### config.mk
export PLATFORM = sky130hd
export DESIGN_NAME = cam_read_port_flat
export DESIGN_NICKNAME = d
export VERILOG_FILES = /design/src/rtl/cam_read_port_if.sv /design/src/rtl/cam_read_port.sv /design/src/flat_wrapper.sv
export SDC_FILE = /design/constraint.sdc
export NUM_CORES = 1
export LEC_CHECK = 0
export BUFFER_PORTS_ARGS = -buffer_cell sky130_fd_sc_hd__buf_4
export CAP_MARGIN = 20
export CORE_AREA = 2 2 434 436
export CTS_BUF_LIST = sky130_fd_sc_hd__clkbuf_8
export DETAILED_ROUTE_END_ITERATION = 12
export DIE_AREA = 0 0 436 438
export GPL_TIMING_DRIVEN = 0
export PLACE_DENSITY = 0.3
export SYNTH_ARGS = -nofsm -noshare
export SYNTH_HDL_FRONTEND = slang
export SYNTH_SLANG_ARGS = --single-unit
### constraint.sdc
create_clock -name clk_i -period 2.7 [get_ports clk_i]
set_clock_uncertainty 0.2 [all_clocks]
set_input_delay 0.27 -clock clk_i [delete_from_list [all_inputs] [get_ports clk_i]]
set_output_delay 0.27 -clock clk_i [all_outputs]
set_load 0.1 [all_outputs]
### src/rtl/cam_read_port_if.sv
// rtl/cam_read_port_if.sv - request/response handshake bundle for the CAM read port
interface cam_read_port_if #(
   parameter int DATA_WIDTH = 32,
   parameter int ADDR_WIDTH = 5
);
   logic                  req_valid_i;
   logic                  req_ready_o;
   logic [ADDR_WIDTH-1:0] req_addr_i;
   logic                  rsp_valid_o;
   logic                  rsp_ready_i;
   logic [DATA_WIDTH-1:0] rsp_data_o;
   logic                  rsp_err_o;

   modport slave (
      input  req_valid_i, req_addr_i, rsp_ready_i,
      output req_ready_o, rsp_valid_o, rsp_data_o, rsp_err_o
   );

   modport master (
      output req_valid_i, req_addr_i, rsp_ready_i,
      input  req_ready_o, rsp_valid_o, rsp_data_o, rsp_err_o
   );
endinterface

### src/rtl/cam_read_port.sv
// rtl/cam_read_port.sv - registered CAM read port with 2-entry response queue
// Optional same-cycle write forwarding is enabled by defining CAM_RD_BYPASS_EN.
module cam_read_port #(
   parameter int DATA_WIDTH = 32,
   parameter int DEPTH      = 32,
   parameter int ADDR_WIDTH = $clog2(DEPTH)
) (
   input  logic                        clk_i,
   input  logic                        rst_ni,
   input  logic [DEPTH*DATA_WIDTH-1:0] data_i,
   input  logic                        wr_en_i,
   input  logic [ADDR_WIDTH-1:0]       wr_addr_i,
   input  logic [DATA_WIDTH-1:0]       wr_data_i,
   output logic [15:0]                 rd_count_o,
   cam_read_port_if.slave              bus
);
   localparam int NUM_SLOTS = 1 << ADDR_WIDTH;

   typedef enum logic [1:0] {
      EMPTY = 2'd0,
      ONE   = 2'd1,
      FULL  = 2'd2
   } occ_t;

   occ_t                  occ;
   logic [DATA_WIDTH-1:0] q_data [2];
   logic [1:0]            q_err;
   logic                  head;
   logic                  tail;
   logic                  accept;
   logic                  pop;
   logic                  in_range;
   logic [DATA_WIDTH-1:0] cap_data;
   logic [DATA_WIDTH-1:0] entries [NUM_SLOTS];

   // Pad unused address slots with zero so every address value indexes a defined word.
   for (genvar i = 0; i < NUM_SLOTS; i++) begin : g_slot
      if (i < DEPTH) begin : g_used
         assign entries[i] = data_i[i*DATA_WIDTH +: DATA_WIDTH];
      end else begin : g_pad
         assign entries[i] = '0;
      end
   end

   assign in_range = (32'(bus.req_addr_i) < DEPTH);
   assign accept   = bus.req_valid_i & (occ != FULL);
   assign pop      = bus.rsp_ready_i & (occ != EMPTY);
   assign tail     = (occ == ONE) ? ~head : head;

`ifdef CAM_RD_BYPASS_EN
   always_comb begin
      cap_data = in_range ? entries[bus.req_addr_i] : '0;
      if (wr_en_i && (wr_addr_i == bus.req_addr_i) && in_range)
         cap_data = wr_data_i;
   end
`else
   logic unused_wr;
   assign unused_wr = ^{wr_en_i, wr_addr_i, wr_data_i};

   always_comb begin
      cap_data = in_range ? entries[bus.req_addr_i] : '0;
   end
`endif

   always_ff @(posedge clk_i or negedge rst_ni) begin
      if (!rst_ni) begin
         occ        <= EMPTY;
         head       <= 1'b0;
         q_data[0]  <= '0;
         q_data[1]  <= '0;
         q_err      <= '0;
         rd_count_o <= '0;
      end else begin
         if (accept) begin
            q_data[tail] <= cap_data;
            q_err[tail]  <= ~in_range;
            if (rd_count_o != 16'hFFFF)
               rd_count_o <= rd_count_o + 16'd1;
         end
         if (pop)
            head <= ~head;
         unique case (occ)
            EMPTY: if (accept) occ <= ONE;
            ONE: begin
               if (accept && !pop)
                  occ <= FULL;
               else if (!accept && pop)
                  occ <= EMPTY;
            end
            FULL:    if (pop) occ <= ONE;
            default: occ <= EMPTY;
         endcase
      end
   end

   // Ready depends only on occupancy, so there is no path from rsp_ready_i.
   assign bus.req_ready_o = (occ != FULL);
   assign bus.rsp_valid_o = (occ != EMPTY);
   assign bus.rsp_data_o  = (occ != EMPTY) ? q_data[head] : '0;
   assign bus.rsp_err_o   = (occ != EMPTY) ? q_err[head]  : 1'b0;
endmodule

### src/flat_wrapper.sv
// flat-port wrapper written by rule: the top's interface ports become plain ports
module cam_read_port_flat 
#(
   parameter int DATA_WIDTH = 32,
   parameter int DEPTH      = 32,
   parameter int ADDR_WIDTH = $clog2(DEPTH)
)
  (clk_i, rst_ni, data_i, wr_en_i, wr_addr_i, wr_data_i, rd_count_o, bus_req_valid_i, bus_req_addr_i, bus_rsp_ready_i, bus_req_ready_o, bus_rsp_valid_o, bus_rsp_data_o, bus_rsp_err_o);
  cam_read_port_if #(.DATA_WIDTH(DATA_WIDTH), .ADDR_WIDTH(ADDR_WIDTH)) bus_i ();
  input  logic clk_i;
  input  logic rst_ni;
  input  logic [DEPTH*DATA_WIDTH-1:0] data_i;
  input  logic wr_en_i;
  input  logic [ADDR_WIDTH-1:0] wr_addr_i;
  input  logic [DATA_WIDTH-1:0] wr_data_i;
  output logic [15:0] rd_count_o;
  input wire logic [$bits(bus_i.req_valid_i)-1:0] bus_req_valid_i;
  input wire logic [$bits(bus_i.req_addr_i)-1:0] bus_req_addr_i;
  input wire logic [$bits(bus_i.rsp_ready_i)-1:0] bus_rsp_ready_i;
  output wire logic [$bits(bus_i.req_ready_o)-1:0] bus_req_ready_o;
  output wire logic [$bits(bus_i.rsp_valid_o)-1:0] bus_rsp_valid_o;
  output wire logic [$bits(bus_i.rsp_data_o)-1:0] bus_rsp_data_o;
  output wire logic [$bits(bus_i.rsp_err_o)-1:0] bus_rsp_err_o;
  assign bus_i.req_valid_i = bus_req_valid_i;
  assign bus_i.req_addr_i = bus_req_addr_i;
  assign bus_i.rsp_ready_i = bus_rsp_ready_i;
  assign bus_req_ready_o = bus_i.req_ready_o;
  assign bus_rsp_valid_o = bus_i.rsp_valid_o;
  assign bus_rsp_data_o = bus_i.rsp_data_o;
  assign bus_rsp_err_o = bus_i.rsp_err_o;
  cam_read_port #(.DATA_WIDTH(DATA_WIDTH), .DEPTH(DEPTH), .ADDR_WIDTH(ADDR_WIDTH)) u_core (.clk_i(clk_i), .rst_ni(rst_ni), .data_i(data_i), .wr_en_i(wr_en_i), .wr_addr_i(wr_addr_i), .wr_data_i(wr_data_i), .rd_count_o(rd_count_o), .bus(bus_i));
endmodule
=== Yosys cells after proc, flatten, opt, wreduce, memory -nomap -nowiden ===
Index checks and enable logic that the tools add are counted.

* Register bits: 85
* Logic and storage cells: 60
* Output and inout port bits: 51
* Bits of input ports: 1071

* Bitwise gates (word level): 8
* Muxes and demuxes: 21
* Reductions and logical operators: 10
* $lt $le $gt $ge: 7
* Equality and inequality tests: 7
* Add/sub/neg operators: 1

{| class="wikitable"
|+ Operators by type and width
! operator !! number
|-
| 32-bit 2-to-1 mux || 7
|-
| 32-bit binary-select mux with 5-bit select || 1
|-
| 64-bit bitwise mux || 1
|-
| 32-bit demux with 1-bit select || 1
|-
| 16-bit by 1-bit adder with 16-bit output (second input constant) || 1
|-
| 16-bit != test (second input constant) || 1
|-
| 2-bit 2-to-1 mux || 4
|-
| 6-bit >= comparator (second input constant) || 1
|-
| 5-bit NOT with 6-bit output || 1
|-
| 2-bit case mux with 3 select lines || 1
|-
| 1-bit 2-to-1 mux || 5
|-
| 2-bit >= comparator (second input constant) || 2
|-
| 1-bit logical AND || 4
|-
| 1-bit by 2-bit less-than comparator with 1-bit output (second input constant) || 2
|-
| 2-bit by 1-bit != test with 1-bit output (second input constant) || 2
|-
| 1-bit NOT with 2-bit output || 2
|-
| 3-bit != test (second input constant) || 1
|-
| 3-bit AND reduction || 1
|-
| 1-bit AND || 2
|-
| 2-bit AND || 1
|-
| 2-bit by 1-bit equality test with 1-bit output (second input constant) || 1
|-
| 2-bit equality test (second input constant) || 1
|-
| 1-bit logical NOT || 2
|-
| 2-bit logical NOT || 1
|-
| other kinds (8) || 8
|}

=== Longest topological paths before layout ===
Gate-level depths: netlist of run 1.

* Depth after elaboration: 8
* Mapped depth: 8
* Gate-level depth less buffers: 6

=== Least setup slack after synthesis of run 1 ===
Ideal clock, no wire load.

* Kind: flip-flop to output port
* Start point: reg u_core.head
* End point: out bus_rsp_data_o[10]
* Path slack: -0.101 ns
* Stages on the path, launching flop included: 5
* Arrival: 2.331 ns
* Path buffers: 2
* Cell sequence: dfrtp_1 -> buf_4 -> buf_1 -> mux2i_1 -> nor2_1

* Word-level cells in the longest chain between the ends: 5

{| class="wikitable"
|+ RTL lines
! what !! RTL line !! text
|-
| start, declared || cam_read_port.sv:28 || <nowiki>logic head;</nowiki>
|-
| start signal, assigned || cam_read_port.sv:81 || <nowiki>head <= ~head;</nowiki>
|-
| 1-bit NOT with 2-bit output (implied by the code) || cam_read_port.sv:99 || <nowiki>assign bus.rsp_data_o = (occ != EMPTY) ? q_data[head] : '0;</nowiki>
|-
| 32-bit 2-to-1 mux (implied by the code) (3 in series) || cam_read_port.sv:99 ||
|-
| 32-bit 2-to-1 mux || cam_read_port.sv:99 ||
|-
| end, declared || flat_wrapper.sv:22 || <nowiki>output wire logic [$bits(bus_i.rsp_data_o)-1:0] bus_rsp_data_o;</nowiki>
|}

Every way passes these cells. The select of a mux whose other input is x is not followed.

=== Worst setup path in the final report of run 1 ===
* Start point: in bus_req_addr_i[1]
* End point: reg u_core.q_data[61] (netlist bit)

* Word-level cells in the longest chain between the ends: 5

{| class="wikitable"
|+ RTL lines
! what !! RTL line !! text
|-
| start, declared || flat_wrapper.sv:18 || <nowiki>input wire logic [$bits(bus_i.req_addr_i)-1:0] bus_req_addr_i;</nowiki>
|-
| 5-bit NOT with 6-bit output (implied by the code) || cam_read_port.sv:61 || <nowiki>cap_data = in_range ? entries[bus.req_addr_i] : '0;</nowiki>
|-
| 32-bit binary-select mux with 5-bit select || cam_read_port.sv:61 ||
|-
| 32-bit 2-to-1 mux (implied by the code) (2 in series) || cam_read_port.sv:61 ||
|-
| 64-bit bitwise mux || cam_read_port.sv:75 || <nowiki>q_data[tail] <= cap_data;</nowiki>
|-
| end signal, assigned by index || cam_read_port.sv:75 ||
|-
| end, declared || cam_read_port.sv:26 || <nowiki>logic [DATA_WIDTH-1:0] q_data [2];</nowiki>
|}

Every way passes these cells. The select of a mux whose other input is x is not followed.
A chain may end at the register's enable or synchronous reset.

==> qor.txt, run 1 <==
Overflow after GRT: 0
Synth Flop Type: dfrtp_1
Worst EP required: 2.81 ns
Fraction of registers with async set/reset: 100%
Syn_nets: 2436
Initial Util: 6.75%
Mapped Area: 12600 µm²
Design Area, Final: 25200 µm²
Setup total negative slack: -0.102 ns
DR pass1 iterations: 5
Per-cell routed wire length: 33.8 µm
Area contributors post-synth: mux2i_1, dfrtp_1, a22oi_1, mux2_1, a21oi_1
Worst-margin pin slew: 1.02 ns
Final cell utilization of the core: 13.5%
Vias in the first global route: 17517
Final hold vios: 0
Leakage Power: 11.5 nW
EDFF count, synth: 0
PwrDens: 522 nW/µm²
Fin. max-slew vios: 0
Bufs on Longest Clock Path: 2
CP Data Arrival Time: 2.86 ns
Failing checks: negative setup slack
Filler cells: 21648
Peak supply drop: 0.714 mV
Syn_area_per_cell: 9.24 µm²
Min Tclk post-route: 2.75 ns
Io pins: 1122
Fmax achieved: 363 MHz
Clk pwr share: 7.8%
WP buf/inv: 3
Psw: 7.75 mW
Ys Warns: 0
Die footprint: 191000 µm²
Routed wire length: 169 mm
Chip Height: 438 µm
Slowest library cell on the worst path: mux2i_1
Worst-Skew Late Latency: 0.44 ns
First-pass GRT wire length: 207 mm
Yosys top cell by area: mux2i_1
Vias: 16837
RSZ-0062 raised after global routing: no
Status: finished with violations
Combinational share of power: 76.1%
Chip Width: 436 µm
Cell count after synthesis: 1363
GP Congestion: 0.917
Reg area: 2130 µm²
Worst setup margin: -0.0536 ns
CP Class: in -> reg
Total power: 13.2 mW
Clock sinks: 85
GRT Util Overall: 17.0%
Clock Pin Slew Worst Setup and Hold Paths: 0.14 ns
Pin count of the biggest net entering global routing: 54
CP delay by family, top: multiplexers
Core area: 187000 µm²
Sequential power share: 16.1%
Hpwl dp: 153 mm
Initial antenna violation count: 72
1st-iter DRT viols: 993
Most frequent cells after synthesis: mux2i_1, a22oi_1, a21oi_1
Share of cells above drive strength 1: 53.7%
WHS: 0.118 ns
Worst path cell trace: buf_4 > buf_8 > buf_12 > mux2i_1 > a22oi_1 > a21oi_1 > nor4_2 > mux2_1
Slew headroom: 32.0%
Sw Share: 59.0%
Worst path max stage delay: 0.77 ns
Share of the synthesized area in the top cell type: 43.4%
Internal power: 5.40 mW
Area occupied by multi-input gates: 10100 µm²
Crit-path max FO: 10
Period Utilization, post-route: 102%
Setup Viol. Count Final: 2
Max-Cap Viols: 0
DRC viols: 0
CTS H-tree lvls: 3
Port bufs: 1082
Post-DP Area: 24400 µm²
Post-synthesis cell type count: 39
CTS tree: done
Layout area overhead: 99.9%
HP Class: in -> async
Site row count: 159
Top-count cell post-synth: mux2i_1
Detail Route Antenna Nets: 0
FF+latch count, synth: 85
Crit path capture type: register
Clock Tree Root: clkbuf_8
Post-synthesis sequential area ratio: 16.9%
CTS Buf Count: 9
Type of origin of the critical path: input port
Via density: 3.36
Total Nets Final: 3564
==> final timing paths <==
path,endpoint,slack (ns),depth (start not counted),startpoint
setup reg to reg,u_core.q_data[58],0.30,6,u_core.occ[1]
hold / removal,u_core.q_data[47],0.12,2,rst_ni
setup / recovery,u_core.q_data[61],-0.05,8,bus_req_addr_i[1]
hold reg to reg,u_core.q_err[0],0.30,1,u_core.q_err[0]
min in group clk_i,u_core.q_err[0],0.30,1,u_core.q_err[0]
max in group asynchronous,u_core.q_data[30],1.44,3,rst_ni
==> layer usage <==
metal	vias to the layer above	global-route usage (%)	part of all wire, %
met5	-	0	0.13
met4	32	1.19	0.66
met3	122	3.04	5.3
met2	633	30.6	51
met1	8413	21.7	43
li1	7637	-	-
==> cells by family after synthesis <==
group	Yosys count	synth area share [%]
AO/OA/AOI/OAI	392	20.8
XOR/XNOR	17	1.18
adder cells (fa/ha/maj)	2	0.199
buffers and inverters	147	7.21
flip-flops	85	16.9
multiplexers	611	49.2
AND/OR/NAND/NOR	109	4.51
==> stage by stage <==
step | setup slack [ns] | instances
after CTS | 0.00191 | 4992
after global placement | -2.97 | 4940
after floorplan | -0.0196 | 1363
final | -0.0536 | 5008
after detailed placement | -1.62 | 4972
after global routing | 0.0000357 | 4993
==> power groups by stage <==
| stage | clock (mW) | combinational [mW] | sequential [mW] |
|---|---|---|---|
| floorplan | 0 | 5.60 | 2.39 |
| CTS | 1.11 | 10.3 | 2.09 |
| global route | 1.13 | 10.6 | 2.19 |
| finish | 1.02 | 10.0 | 2.12 |
| global placement | 0 | 10.0 | 2.11 |
| detailed placement | 0 | 10.1 | 2.12 |
==> sequential cells by signal, indices dropped and copies added, names as in the netlist <==
register and cells:
u_core.q_err 2, u_core.occ 2, u_core.q_data 64, u_core.rd_count_o 16, u_core.head 1
==> worst reg2reg max path, cell delays in order, from the launching register on <==
cell,delay (ns)
dfrtp_1,0.37
buf_2,0.18
xor2_1,0.19
a21o_1,0.18
nand2_1,0.31
clkbuf_2,0.45
mux2_1,0.39
==> area by class of cell <==
| cell class | count | share of cell area, % |
|---|---|---|
| Antenna cell | 17 | 0.169 |
| Buffer | 140 | 3.95 |
| Clock buffer | 9 | 0.492 |
| Clock inverter | 7 | 0.303 |
| Inverter | 6 | 0.0895 |
| Multi-Input combinational cell | 1131 | 40.0 |
| Sequential cell | 85 | 8.45 |
| Tap cell | 2495 | 12.4 |
| Timing Repair Buffer | 1118 | 34.1 |
==> cell usage in the layout, fill, tap and decap left out, drive strengths merged, types with 4 or more instances in the layout <==
cell / Yosys / final
buf: 86 / 1200
mux2i: 546 / 546
a22oi: 256 / 256
a21oi: 128 / 128
dfrtp: 85 / 85
mux2: 65 / 65
clkbuf: 55 / 64
nor2: 41 / 41
nor4: 32 / 32
diode: 0 / 17
xor2: 9 / 9
inv: 6 / 9
xnor2: 8 / 8
nand2: 6 / 6
nand3: 4 / 4
nor3: 4 / 4
and2: 4 / 4
clkinv: 0 / 4
==> what timing repair did <==
item	4_1_cts	5_1_grt
pin swaps	4	0
hold buffers	3	0
setup endpoints to repair	98	38
setup buffers	1	0
gates resized for setup	115	26
gates cloned	0	0
endpoints found under the hold margin	53	0
No activity file was read; power rests on OpenSTA's default activity.
==> run 2, diff against run 1 <==
--- a/config.mk
+++ b/config.mk
@@ -7,12 +7,15 @@
 export LEC_CHECK = 0
 export BUFFER_PORTS_ARGS = -buffer_cell sky130_fd_sc_hd__buf_4
 export CAP_MARGIN = 20
-export CORE_AREA = 2 2 434 436
+export CELL_PAD_IN_SITES_DETAIL_PLACEMENT = 2
+export CELL_PAD_IN_SITES_GLOBAL_PLACEMENT = 2
+export CORE_AREA = 2 2 431 433
 export CTS_BUF_LIST = sky130_fd_sc_hd__clkbuf_8
 export DETAILED_ROUTE_END_ITERATION = 12
-export DIE_AREA = 0 0 436 438
+export DIE_AREA = 0 0 433 435
 export GPL_TIMING_DRIVEN = 0
-export PLACE_DENSITY = 0.3
+export PLACE_DENSITY = 0.42
+export RECOVER_POWER = 25
 export SYNTH_ARGS = -nofsm -noshare
 export SYNTH_HDL_FRONTEND = slang
 export SYNTH_SLANG_ARGS = --single-unit
==> run 2 against run 1 <==
Against the previous run:
- the run still ends with negative setup slack left
- worst setup slack improved by 0.019 ns
- die area down 1.4%
- final area is 0.89% lower
- global-route usage is 1.5 points higher
- sequential cell count unchanged
- clock-buffer cell count is the same
- clock power hardly changed
- sequential share of layout area grew 0.076 points
==> qor.txt, run 2 (synthesized netlist as in run 1, its figures left out) <==
Fmax achieved: 366 MHz (+0.70%)
Per-cell routed wire length: 36.4 µm (+7.8%)
Worst path max stage delay: 0.60 ns (-0.17 ns)
CTS tree: done
Share of cells above drive strength 1: 54.4% (+0.75 points)
Site row count: 158 (-0.63%)
Worst-Skew Late Latency: 0.41 ns (-0.03 ns)
CP delay by family, top: buffers and inverters
Hpwl dp: 163 mm (+6.6%)
Total power: 13.2 mW (about the same)
Type of origin of the critical path: input port
Min Tclk post-route: 2.73 ns (-0.0190 ns)
Vias: 17118 (+1.7%)
Pin count of the biggest net entering global routing: 45 (-17%)
PwrDens: 528 nW/µm² (+0.99%)
Most common cell on crit path: buf_4
Max-Cap Viols: 0 (unchanged)
Min-delay src: u_core.q_data[58]
CP Class: in -> reg
WP buf/inv: 4 (+1)
Bufs on Longest Clock Path: 2 (unchanged)
Worst path cell trace: buf_4 > nor2b_1 > buf_4 > buf_2 > a22oi_1 > a21oi_1 > nor4_2 > buf_4 > mux2_1
Post-CTS Setup Bufs: 0 (-1)
Chip Width: 433 µm (-0.69%)
Crit-path max FO: 10 (unchanged)
R2R depth: 6 (unchanged)
CP Data Arrival Time: 2.83 ns (-0.03 ns)
DRC viols: 0 (unchanged)
Biggest register: u_core.q_data
Die footprint: 188000 µm² (-1.4%)
Clock sinks: 85 (unchanged)
Io pins: 1122 (unchanged)
Final hold vios: 0 (unchanged)
HP Class: reg -> reg
Chip Height: 435 µm (-0.68%)
Launching point of the worst reg2reg path: u_core.occ[1]
Worst-margin pin slew: 1.25 ns (+0.233 ns)
Slowest library cell on the worst path: a21oi_1
Peak supply drop: 0.395 mV (-45%)
Initial antenna violation count: 124 (+72%)
Area occupied by multi-input gates: 10100 µm² (+0.71%)
WHS Path Cells: 1
CTS H-tree lvls: 3 (unchanged)
Critical register-to-register path endpoint: u_core.q_data[49]
Via density: 3.44 (+2.4%)
GRT Util Overall: 18.5% (+1.5 points)
Clock Tree Root: clkbuf_8
DR pass1 iterations: 5 (unchanged)
Max FFs per register: 64 (unchanged)
Clock Pin Slew Worst Setup and Hold Paths: 0.10 ns (-0.04 ns)
First-pass GRT wire length: 222 mm (+7.5%)
Biggest regs: u_core.q_data x64, u_core.rd_count_o x16
Port bufs: 1082 (unchanged)
Routed wire length: 181 mm (+7.0%)
Total Nets Final: 3546 (-0.51%)
Most frequent cells in the layout: buf_4, mux2i_1, a22oi_1
CTS Buf Count: 9 (unchanged)
Flop2flop setup slack: 0.16 ns (-0.14 ns)
Worst setup margin: -0.0346 ns (+0.0190 ns)
Detail Route Antenna Nets: 0 (unchanged)
Period Utilization, post-route: 101% (-0.70 points)
Cell depth of the worst setup path: 9 (+1)
Worst EP required: 2.79 ns (-0.02 ns)
Initial Util: 6.84% (+0.094 points)
GP Congestion: 0.910 (-0.75%)
1st-iter DRT viols: 772 (-22%)
Leakage Power: 11.4 nW (-0.83%)
Commonest non-fill, non-tap cell in the layout: buf_4
Overflow after GRT: 0 (unchanged)
Filler cells: 21504 (-0.67%)
Slew headroom: 16.5% (-16 points)
Hold-critical path endpoint: u_core.q_data[58]
Reg area: 2130 µm² (unchanged)
Setup Viol. Count Final: 6 (+4)
Crit path capture type: register
Layout area overhead: 98.1%
Failing checks: negative setup slack
Fin. max-slew vios: 0 (unchanged)
Core area: 184000 µm² (-1.4%)
Setup total negative slack: -0.111 ns (-0.00888 ns)
Status: finished with violations
Vias in the first global route: 18591 (+6.1%)
==> run 2: worst max-delay path by stage <==
stage	startpoint	end	slack, ns
floorplan	u_core.occ[0]	bus_rsp_data_o[1]	-0.02
global placement	bus_req_addr_i[0]	u_core.q_data[31]	-2.27
detailed placement	bus_req_addr_i[2]	u_core.q_data[33]	-1.56
CTS	bus_req_addr_i[1]	u_core.q_data[33]	0.005
global route	bus_req_addr_i[2]	u_core.q_data[50]	-0.03
finish	bus_req_addr_i[2]	u_core.q_data[1]	-0.03
==> run 2: per-layer routing <==
metal,vias up,GRT usage (%),share of wire (%)
met3,208,4.67,6.4
met2,663,33.9,52
met5,-,0,0.29
met4,88,1.97,1.1
met1,8573,22.0,41
li1,7586,-,-
==> run 2: cell type report <==
| type | count | share of cell area (%) |
|---|---|---|
| clock inverters | 7 | 0.296 |
| repair buffers | 1100 | 33.3 |
| inverters | 6 | 0.0903 |
| multi-input cells | 1131 | 40.7 |
| plain buffers | 140 | 4.06 |
| clock buffers | 9 | 0.496 |
| well taps | 2480 | 12.4 |
| diodes | 16 | 0.160 |
| flip-flops and latches | 85 | 8.53 |
==> run 2: repair_timing <==
action                                  4_1_cts  5_1_grt
endpoints found under the setup margin       95       43
resized for setup                           143       29
pin swaps                                     2        1
hold buffers                                  3        0
endpoints found under the hold margin        44        0
==> run 2: through the flow <==
step	hold slack (ns)	util [%]	setup slack, ns	cells	cell area [µm²]
detailed placement	0.142	13.1	-1.56	4940	24100
global placement	0.268	13.0	-2.27	4925	23900
global route	0.315	13.5	-0.0293	4963	24900
finish	0.303	13.6	-0.0346	4974	24900
floorplan	-0.226	-	-0.0196	1363	12700
CTS	0.199	13.5	0.00495	4959	24900
==> run 2: power by group <==
part / internal, mW / total [mW] / leakage [nW] / switching, mW
Sequential: 1.82 / 2.15 / 0.977 / 0.333
Combinational: 3.17 / 10.0 / 10.4 / 6.86
Clock: 0.366 / 0.994 / 0.101 / 0.629
Total: 5.35 / 13.2 / 11.4 / 7.82
